### config.mk
export PLATFORM = sky130hd
export DESIGN_NAME = fetch_prefetch_queue
export DESIGN_NICKNAME = d
export VERILOG_FILES = /design/src/rtl/fetch_prefetch_queue.sv
export SDC_FILE = /design/constraint.sdc
export NUM_CORES = 1
export LEC_CHECK = 0
export CORE_MARGIN = 3
export CORE_UTILIZATION = 33
export CTS_CLUSTER_SIZE = 8
export DETAILED_ROUTE_END_ITERATION = 12
export SYNTH_ARGS = -nofsm -noshare
export SYNTH_HDL_FRONTEND = slang
export SYNTH_SLANG_ARGS = --single-unit
### constraint.sdc
create_clock -name clk -period 10.1 [get_ports clk]
set_input_delay 1.515 -clock clk [delete_from_list [all_inputs] [get_ports clk]]
set_output_delay 1.515 -clock clk [all_outputs]
set_load 0.005 [all_outputs]
### src/rtl/fetch_prefetch_queue.sv
// fetch_prefetch_queue: instruction fetch front end.
// Owns the fetch PC, drives instruction memory, and buffers fetched words with
// their PC+4 in a small FIFO that feeds IF/ID through a valid/ready handshake.
//
// Ports:
//   clk, rst          rising-edge clock, synchronous active-high reset
//   imem_addr         fetch address (the fetch_pc register)
//   imem_rdata        combinational instruction memory data for imem_addr
//   redirect_valid/pc taken branch/jump: flush queue and refetch from pc
//   halt_req          stop fetching; the queue drains
//   out_valid/ready   handshake towards IF/ID
//   out_instr         head instruction
//   out_pc_plus4      head fetch address + 4
//   count             queue occupancy
//
// Build option: FETCHQ_BYPASS_EN presents a fetch directly on out_* when the
// queue is empty (zero latency). Without it out_* come only from flops.
module fetch_prefetch_queue #(
  parameter int unsigned DEPTH    = 4,
  parameter logic [31:0] RESET_PC = 32'h0,
  parameter int unsigned IW       = 32
) (
  input  logic                     clk,
  input  logic                     rst,
  output logic [31:0]              imem_addr,
  input  logic [IW-1:0]            imem_rdata,
  input  logic                     redirect_valid,
  input  logic [31:0]              redirect_pc,
  input  logic                     halt_req,
  output logic                     out_valid,
  input  logic                     out_ready,
  output logic [IW-1:0]            out_instr,
  output logic [31:0]              out_pc_plus4,
  output logic [$clog2(DEPTH):0]   count
);

  localparam int unsigned PW = $clog2(DEPTH);
  localparam int unsigned CW = PW + 1;

  typedef enum logic [1:0] {
    IDLE = 2'd0,
    RUN  = 2'd1,
    HALT = 2'd2
  } state_e;

  state_e           state_q, state_d;
  logic [31:0]      fetch_pc_q, fetch_pc_d;
  logic [PW-1:0]    rd_ptr_q, rd_ptr_d;
  logic [PW-1:0]    wr_ptr_q, wr_ptr_d;
  logic [CW-1:0]    count_q, count_d;
  logic [IW-1:0]    instr_mem_q [DEPTH];
  logic [IW-1:0]    instr_mem_d [DEPTH];
  logic [31:0]      pc4_mem_q [DEPTH];
  logic [31:0]      pc4_mem_d [DEPTH];
  logic             head_valid_q, head_valid_d;
  logic [IW-1:0]    head_instr_q, head_instr_d;
  logic [31:0]      head_pc4_q, head_pc4_d;

  logic             pop;
  logic             push;
  logic             fifo_wr;
  logic             bypass_take;
  logic [31:0]      fetch_pc_plus4;

  // Low redirect bits are dropped: fetch addresses are always word aligned.
  logic unused_redirect_lsbs;
  assign unused_redirect_lsbs = ^redirect_pc[1:0];

`ifdef FETCHQ_BYPASS_EN
  logic bypass_active;
  assign bypass_active = (count_q == '0) & (state_q == RUN) & ~redirect_valid;
  assign bypass_take   = bypass_active & out_ready;
  // Empty queue in RUN: the live fetch is shown directly on the outputs.
  assign out_valid     = bypass_active | head_valid_q;
  assign out_instr     = bypass_active ? imem_rdata     : head_instr_q;
  assign out_pc_plus4  = bypass_active ? fetch_pc_plus4 : head_pc4_q;
`else
  assign bypass_take   = 1'b0;
  assign out_valid     = head_valid_q;
  assign out_instr     = head_instr_q;
  assign out_pc_plus4  = head_pc4_q;
`endif

  assign imem_addr = fetch_pc_q;
  assign count     = count_q;

  // Next-state logic: FSM, queue pointers, fetch PC and registered head view.
  always_comb begin
    state_d        = state_q;
    fetch_pc_d     = fetch_pc_q;
    rd_ptr_d       = rd_ptr_q;
    wr_ptr_d       = wr_ptr_q;
    count_d        = count_q;
    instr_mem_d    = instr_mem_q;
    pc4_mem_d      = pc4_mem_q;
    head_valid_d   = 1'b0;
    head_instr_d   = '0;
    head_pc4_d     = '0;

    fetch_pc_plus4 = fetch_pc_q + 32'd4;
    pop            = head_valid_q & out_ready;
    // A pop frees a slot in the same cycle, so a full queue still sustains one fetch per cycle.
    push           = (state_q == RUN) & ~redirect_valid & ((count_q < CW'(DEPTH)) | pop);
    fifo_wr        = push & ~bypass_take;

    case (state_q)
      IDLE:    state_d = RUN;
      RUN:     if (halt_req) state_d = HALT;
      HALT:    state_d = HALT;
      default: state_d = IDLE;
    endcase

    if (redirect_valid) begin
      // Redirect wins over everything: flush and restart from the aligned target.
      state_d    = RUN;
      count_d    = '0;
      rd_ptr_d   = '0;
      wr_ptr_d   = '0;
      fetch_pc_d = {redirect_pc[31:2], 2'b00};
    end else begin
      if (pop) begin
        rd_ptr_d = rd_ptr_q + PW'(1);
      end
      if (fifo_wr) begin
        instr_mem_d[wr_ptr_q] = imem_rdata;
        pc4_mem_d[wr_ptr_q]   = fetch_pc_plus4;
        wr_ptr_d              = wr_ptr_q + PW'(1);
      end
      if (push) begin
        fetch_pc_d = fetch_pc_plus4;
      end
      count_d = count_q + CW'(fifo_wr) - CW'(pop);
    end

    // Head view reads the post-write array so a push into an empty queue shows next cycle.
    if (count_d != '0) begin
      head_valid_d = 1'b1;
      head_instr_d = instr_mem_d[rd_ptr_d];
      head_pc4_d   = pc4_mem_d[rd_ptr_d];
    end
  end

  // Control and output registers.
  always_ff @(posedge clk) begin
    if (rst) begin
      state_q      <= IDLE;
      fetch_pc_q   <= RESET_PC;
      rd_ptr_q     <= '0;
      wr_ptr_q     <= '0;
      count_q      <= '0;
      head_valid_q <= 1'b0;
      head_instr_q <= '0;
      head_pc4_q   <= '0;
    end else begin
      state_q      <= state_d;
      fetch_pc_q   <= fetch_pc_d;
      rd_ptr_q     <= rd_ptr_d;
      wr_ptr_q     <= wr_ptr_d;
      count_q      <= count_d;
      head_valid_q <= head_valid_d;
      head_instr_q <= head_instr_d;
      head_pc4_q   <= head_pc4_d;
    end
  end

  // Queue storage; stale contents are harmless because count gates visibility.
  always_ff @(posedge clk) begin
    instr_mem_q <= instr_mem_d;
    pc4_mem_q   <= pc4_mem_d;
  end

endmodule

# After elaboration in Yosys (flattened, before gate mapping)
# Cells that the tools add are included.
[word_totals] output_inout_bits=100 regBits=362 wordCells=68 inputBits=69
[classes] n_mux=23 bitwise=8 eq_ne=4 addsub=5 order_cmp=4 n_reduce_logical=6
[ops] cell="two-way mux 128 bit" count=4
[ops] cell="bitwise mux 128 bit" count=2
[ops] cell="two-way mux 32 bit" count=7
[ops] cell="binary-select mux 32 bit (select 2 bit)" count=2
[ops] cell="demux 32 bit (select 2 bit)" count=1
[ops] cell="adder 32 x 3 -> 32 bit, second input constant" count=1
[ops] cell=">= comparator 3 bit, second input constant" count=2
[ops] cell="two-way mux 2 bit" count=3
[ops] cell="inverter 2 -> 3 bit" count=2
[ops] cell="one-hot mux 2 bit (3 select lines)" count=1
[ops] cell="adder 2 x 1 -> 2 bit, second input constant" count=2
[ops] cell="OR reduction 2 bit" count=2
[ops] cell="adder 3 x 1 -> 3 bit" count=1
[ops] cell="bitwise AND 1 bit" count=3
[ops] cell="< comparator 3 x 1 -> 1 bit, second input constant" count=1
[ops] cell="< comparator 3 bit, second input constant" count=1
[ops] cell="two-way mux 3 bit" count=1
[ops] cell="!= test 3 bit, second input constant" count=1
[ops] cell="nonzero test 3 bit" count=1
[ops] cell="subtractor 3 x 1 -> 3 bit" count=1
[ops] cell="equality test 2 x 1 -> 1 bit, second input constant" count=1
[ops] cell="equality test 2 bit, second input constant" count=1
[ops] cell="zero test 2 bit" count=1
[ops] cell="two-way mux 1 bit" count=2
[ops] cell="other kinds (5)" count=6

# Depth between registers and ports, before layout
[logic_depth] ltp_word=11 ltp_mapped=18 mapped_depth_nobuf=16

# Worst setup path after synthesis
# OpenSTA, ideal clock, no wires.
[synth_path] path_kind="input port to flip-flop" from="input redirect_valid" to="register head_pc4_q[12], in the netlist out_pc_plus4[12]" path_stages=17 t_arrival_ns=4.583 n_path_buf=5 setup_ns=0.083 setup_slack_ns=5.435 cell_sequence="buf_2 inv_1 buf_2 clkbuf_1 clkbuf_1 nand2_1 ha_1 inv_1 ha_1 inv_1 fa_1 xnor3_1 a31o_2 buf_2 a2111oi_2 a31oi_1 o221ai_1"
[synth_between] elab_chain_cells=9
[synth_rtl] item="start: declaration" line="27" text="input logic redirect_valid,"
[synth_rtl] item="inverter 1 bit" line="103" text="push = (state_q == RUN) & ~redirect_valid & ((count_q < CW'(DEPTH)) | pop);"
[synth_rtl] item="bitwise AND 1 bit (2 in a row)" line="103"
[synth_rtl] item="adder 3 x 1 -> 3 bit" line="132" text="count_d = count_q + CW'(fifo_wr) - CW'(pop);"
[synth_rtl] item="subtractor 3 x 1 -> 3 bit" line="132"
[synth_rtl] item="two-way mux 3 bit" line="113" text="if (redirect_valid) begin"
[synth_rtl] item="nonzero test 3 bit" line="136" text="if (count_d != '0) begin"
[synth_rtl] item="inverter 1 bit (no source line)"
[synth_rtl] item="OR reduction 2 bit (no source line)"
[synth_rtl] item="end signal: assignment" line="162" text="head_pc4_q <= head_pc4_d;"
[synth_rtl] item="end: declaration" line="57" text="logic [31:0] head_pc4_q, head_pc4_d;"
# Parallel ways exist; a longest one is shown, timed or not. The select of a mux whose other input is x is not followed.
# A chain may end at the register's enable or synchronous reset.

# Worst setup path after layout
[layout_path] from="input out_ready" to="register head_pc4_q[15], in the netlist out_pc_plus4[15]"
[layout_between] elab_chain_cells=9
[layout_rtl] item="start: declaration" line="31" text="input logic out_ready,"
[layout_rtl] item="bitwise AND 1 bit *" line="101" text="pop = head_valid_q & out_ready;"
[layout_rtl] item="OR 1 bit" line="103"
[layout_rtl] item="bitwise AND 1 bit" line="103"
[layout_rtl] item="adder 3 x 1 -> 3 bit" line="132"
[layout_rtl] item="subtractor 3 x 1 -> 3 bit" line="132"
[layout_rtl] item="two-way mux 3 bit" line="113"
[layout_rtl] item="nonzero test 3 bit" line="136"
[layout_rtl] item="inverter 1 bit (no source line)"
[layout_rtl] item="OR reduction 2 bit (no source line)"
# Mark *: on every way between the ends. The rest lies on a longest branch, timed or not. The select of a mux whose other input is x is not followed.

==> reports/qor.txt <==
status - complete, no violations
syn_area_per_cell - 8.98 sq um
Main synth FF type - dfxtp_1
Routed WL - 41.1 mm
CP Capture Type - flop
vias in the first global route - 11,800
top-count cell post-synth - dfxtp_1
clk slew on worst S/H paths - 0.05 ns
layout cells sized above 1 - 9.56%
CP Class - in2reg
maxcap violations - 0
maximum VDD drop - 131 uV
GP Congestion - 0.784
via density per instance - 5.15
final hold viol count - 0
cell taking the most area after synthesis - dfxtp_1
fmax - 192 MHz
unrepaired setup endpoints after global routing - false
P_sw - 0.915 mW
Flop pwr share - 45.7%
register area - 0.00721 sq mm
met2 Use GR - 28.0%
layer with the highest usage - met2
Worst Clk Skew - 0.0239 ns
Int Pwr - 2.78 mW
Wirelength per Cell - 17.6 um
Antenna Cells - 0
CTS Buf Count - 51
CP Cell Sequence - clkdlybuf4s50_1, a21bo_2, and2_1, nand2_1, ha_1, inv_1, ha_1, inv_1, fa_1, xnor3_1, a31o_2, inv_2, buf_4, nand2_1, nor3_1, o21ai_0, nand3_1
M1 GR Usage - 22.5%
TritonCTS clock tree - built
crit-path max FO - 28
fillers - 4,287
Post-synth EDFFs - 0
share of the synthesized area in the top cell type - 49.2%
buffers added on ports - 164
combinational cell fraction of total power - 13.9%
Slew @ Worst Pin - 1.01 ns
post-cts resize count - 0
final setup fails - 0
Iteration-0 DRC Markers - 629
clock power share - 40.4%
HPWL after DPL - 24.9 mm
vias - 12,000
Async S/R FF share, synth - 0%
GR Util met3 - 4.19%
Final nets - 1,822
library cells used by synthesis - 68
Core ar. - 0.0435 sq mm
DIE HEIGHT - 217 um
Post-CTS Hold Buffers - 0
Tmin final - 5.21 ns
DIE AREA - 0.0469 sq mm
Synth-to-Final Area Change - 22.7%
clk buf depth - 3
Rows - 76
Slew HR - 32.1%
Register-to-Register Setup Slack - 5.77 ns
startpoint types - input port
fin. max-slew vios - 0
switching share of power - 24.8%
multi-input logic area - 0.00686 sq mm
post-route ant nets - 0
post-layout util - 41.3%
worst skew pair latency - 0.58 ns
Syn Inst Count - 1,630
crit path max-delay cell type - clkdlybuf4s50_1
Synth Register Bits - 360
Crit path arrival time - 5.73 ns
crit share post-route - 51.6%
drt drc - 0
initial antenna violation count - 1
I/O pin count - 169
CTS Root Cell - clkbuf_16
clock sinks - 360
Warnings, synthesis - 0
synth cell count leaders - dfxtp_1, nand2_1, nor2_1
first-pass GRT wire length - 64.8 mm
Initial Util - 33.7%
worst hold path type - reg2reg
total global-route track usage - 17.2%
H-tree Lvls - 2
Pleak - 6.78 nW
Area contributors post-synth - dfxtp_1, nand2_1, mux2_2, nor2_1, a311oi_1
setup TNS - 0 ns
PwrDens - 206 mW/mm^2
Max stage delay on crit path - 0.49 ns
largest net degree at the start of global routing - 89
TritonRoute pass-1 iters - 5
Mapped Area - 0.0146 sq mm
GRT overflow - 0
Die Width - 217 um
CP required - 10.61 ns
sequential share of the synthesized area - 49.2%
number of post-CTS setup repair buffers - 0
[placed cells by master (no fill, tap or decap), types with 4 or more instances in the layout]
cell type	netlist	final
a221oi_1	9	9
nor2_1	191	191
nor3_1	19	19
clkbuf_16	0	52
o211ai_1	7	7
and2_1	16	16
buf_4	6	17
xnor2_1	26	26
ha_1	9	9
a21oi_1	77	77
o221ai_1	8	8
dfxtp_1	360	360
and4_1	8	5
nand3_1	23	23
mux2i_1	27	26
o22ai_1	4	4
and3_1	6	6
clkdlybuf4s50_1	0	164
mux2_2	70	69
o21ai_0	75	75
inv_1	13	12
a211oi_1	20	20
a22oi_1	7	7
xor2_1	33	33
a311oi_1	68	68
nand4_1	22	22
nand2_1	315	315
o21a_1	36	36
[layout make-up]
cell class / count / area share [%]
timing repair buffer: 181 / 9.85
sequential: 360 / 40.1
clock buffer: 54 / 7.29
tap: 585 / 4.08
clock inverter: 3 / 0.188
inverter: 13 / 0.272
multi-input combinational: 1136 / 38.2
[cells by family after synthesis]
| group | Yosys count | synth area share [%] |
|---|---|---|
| simple gates | 620 | 18.3 |
| flops | 360 | 49.2 |
| compound gates | 344 | 16.1 |
| buf+inv | 135 | 4.10 |
| mux | 100 | 7.69 |
| xor+xnor | 60 | 3.69 |
| fa+ha+maj | 10 | 0.906 |
| other cells | 1 | 0.0256 |
[worst paths after layout]
kind | from | endpoint | cells past startpoint
max reg2reg | state_q[1] | out_pc_plus4[15] | 17
min reg2reg | instr_mem_q[18] | instr_mem_q[18] | 2
max | out_ready | out_pc_plus4[15] | 17
min | instr_mem_q[18] | instr_mem_q[18] | 2
[metrics by stage]
| stage | area [sq um] | std cells | worst slack [ns] | power (mW) | hold slack (ns) |
|---|---|---|---|---|---|
| final | 18000 | 2332 | 4.89 | 3.69 | 0.444 |
| after global routing | 18000 | 2332 | 4.50 | 3.87 | 0.459 |
| after CTS | 18000 | 2332 | 4.86 | 3.74 | 0.445 |
| after detailed placement | 16600 | 2275 | 4.27 | 2.23 | 0.432 |
| after global placement | 16600 | 2275 | 4.28 | 2.20 | 0.424 |
| after floorplan | 14600 | 1631 | 5.43 | 2.05 | 0.415 |
[per-layer routing]
metal	routed length [um]	share of wire (%)
met5	15	0.037
met4	933	2.3
met3	3050	7.4
met2	18300	45
met1	18700	46
[critical path, delay by kind of cell]
family          cells  cell delay (ns)
buf+inv             5             1.53
simple gates        5             0.89
compound gates      3             0.78
fa+ha+maj           3             0.78
xor+xnor            1             0.21
[flip-flops by register name, summed over array words and instances (netlist names)]
register,count
instr_mem_q,128
pc4_mem_q,128
out_instr,32
out_pc_plus4,32
imem_addr,30
count,3
rd_ptr_q,2
state_q,2
wr_ptr_q,2
out_valid,1
[power by group through the flow]
| stage | registers (mW) | logic (mW) | clock network (mW) |
|---|---|---|---|
| after floorplan | 1.69 | 0.359 | 0 |
| after global placement | 1.71 | 0.493 | 0 |
| after detailed placement | 1.72 | 0.513 | 0 |
| after CTS | 1.69 | 0.517 | 1.53 |
| after global routing | 1.71 | 0.577 | 1.59 |
| final | 1.69 | 0.513 | 1.49 |
(Power assumes the default switching activity.)
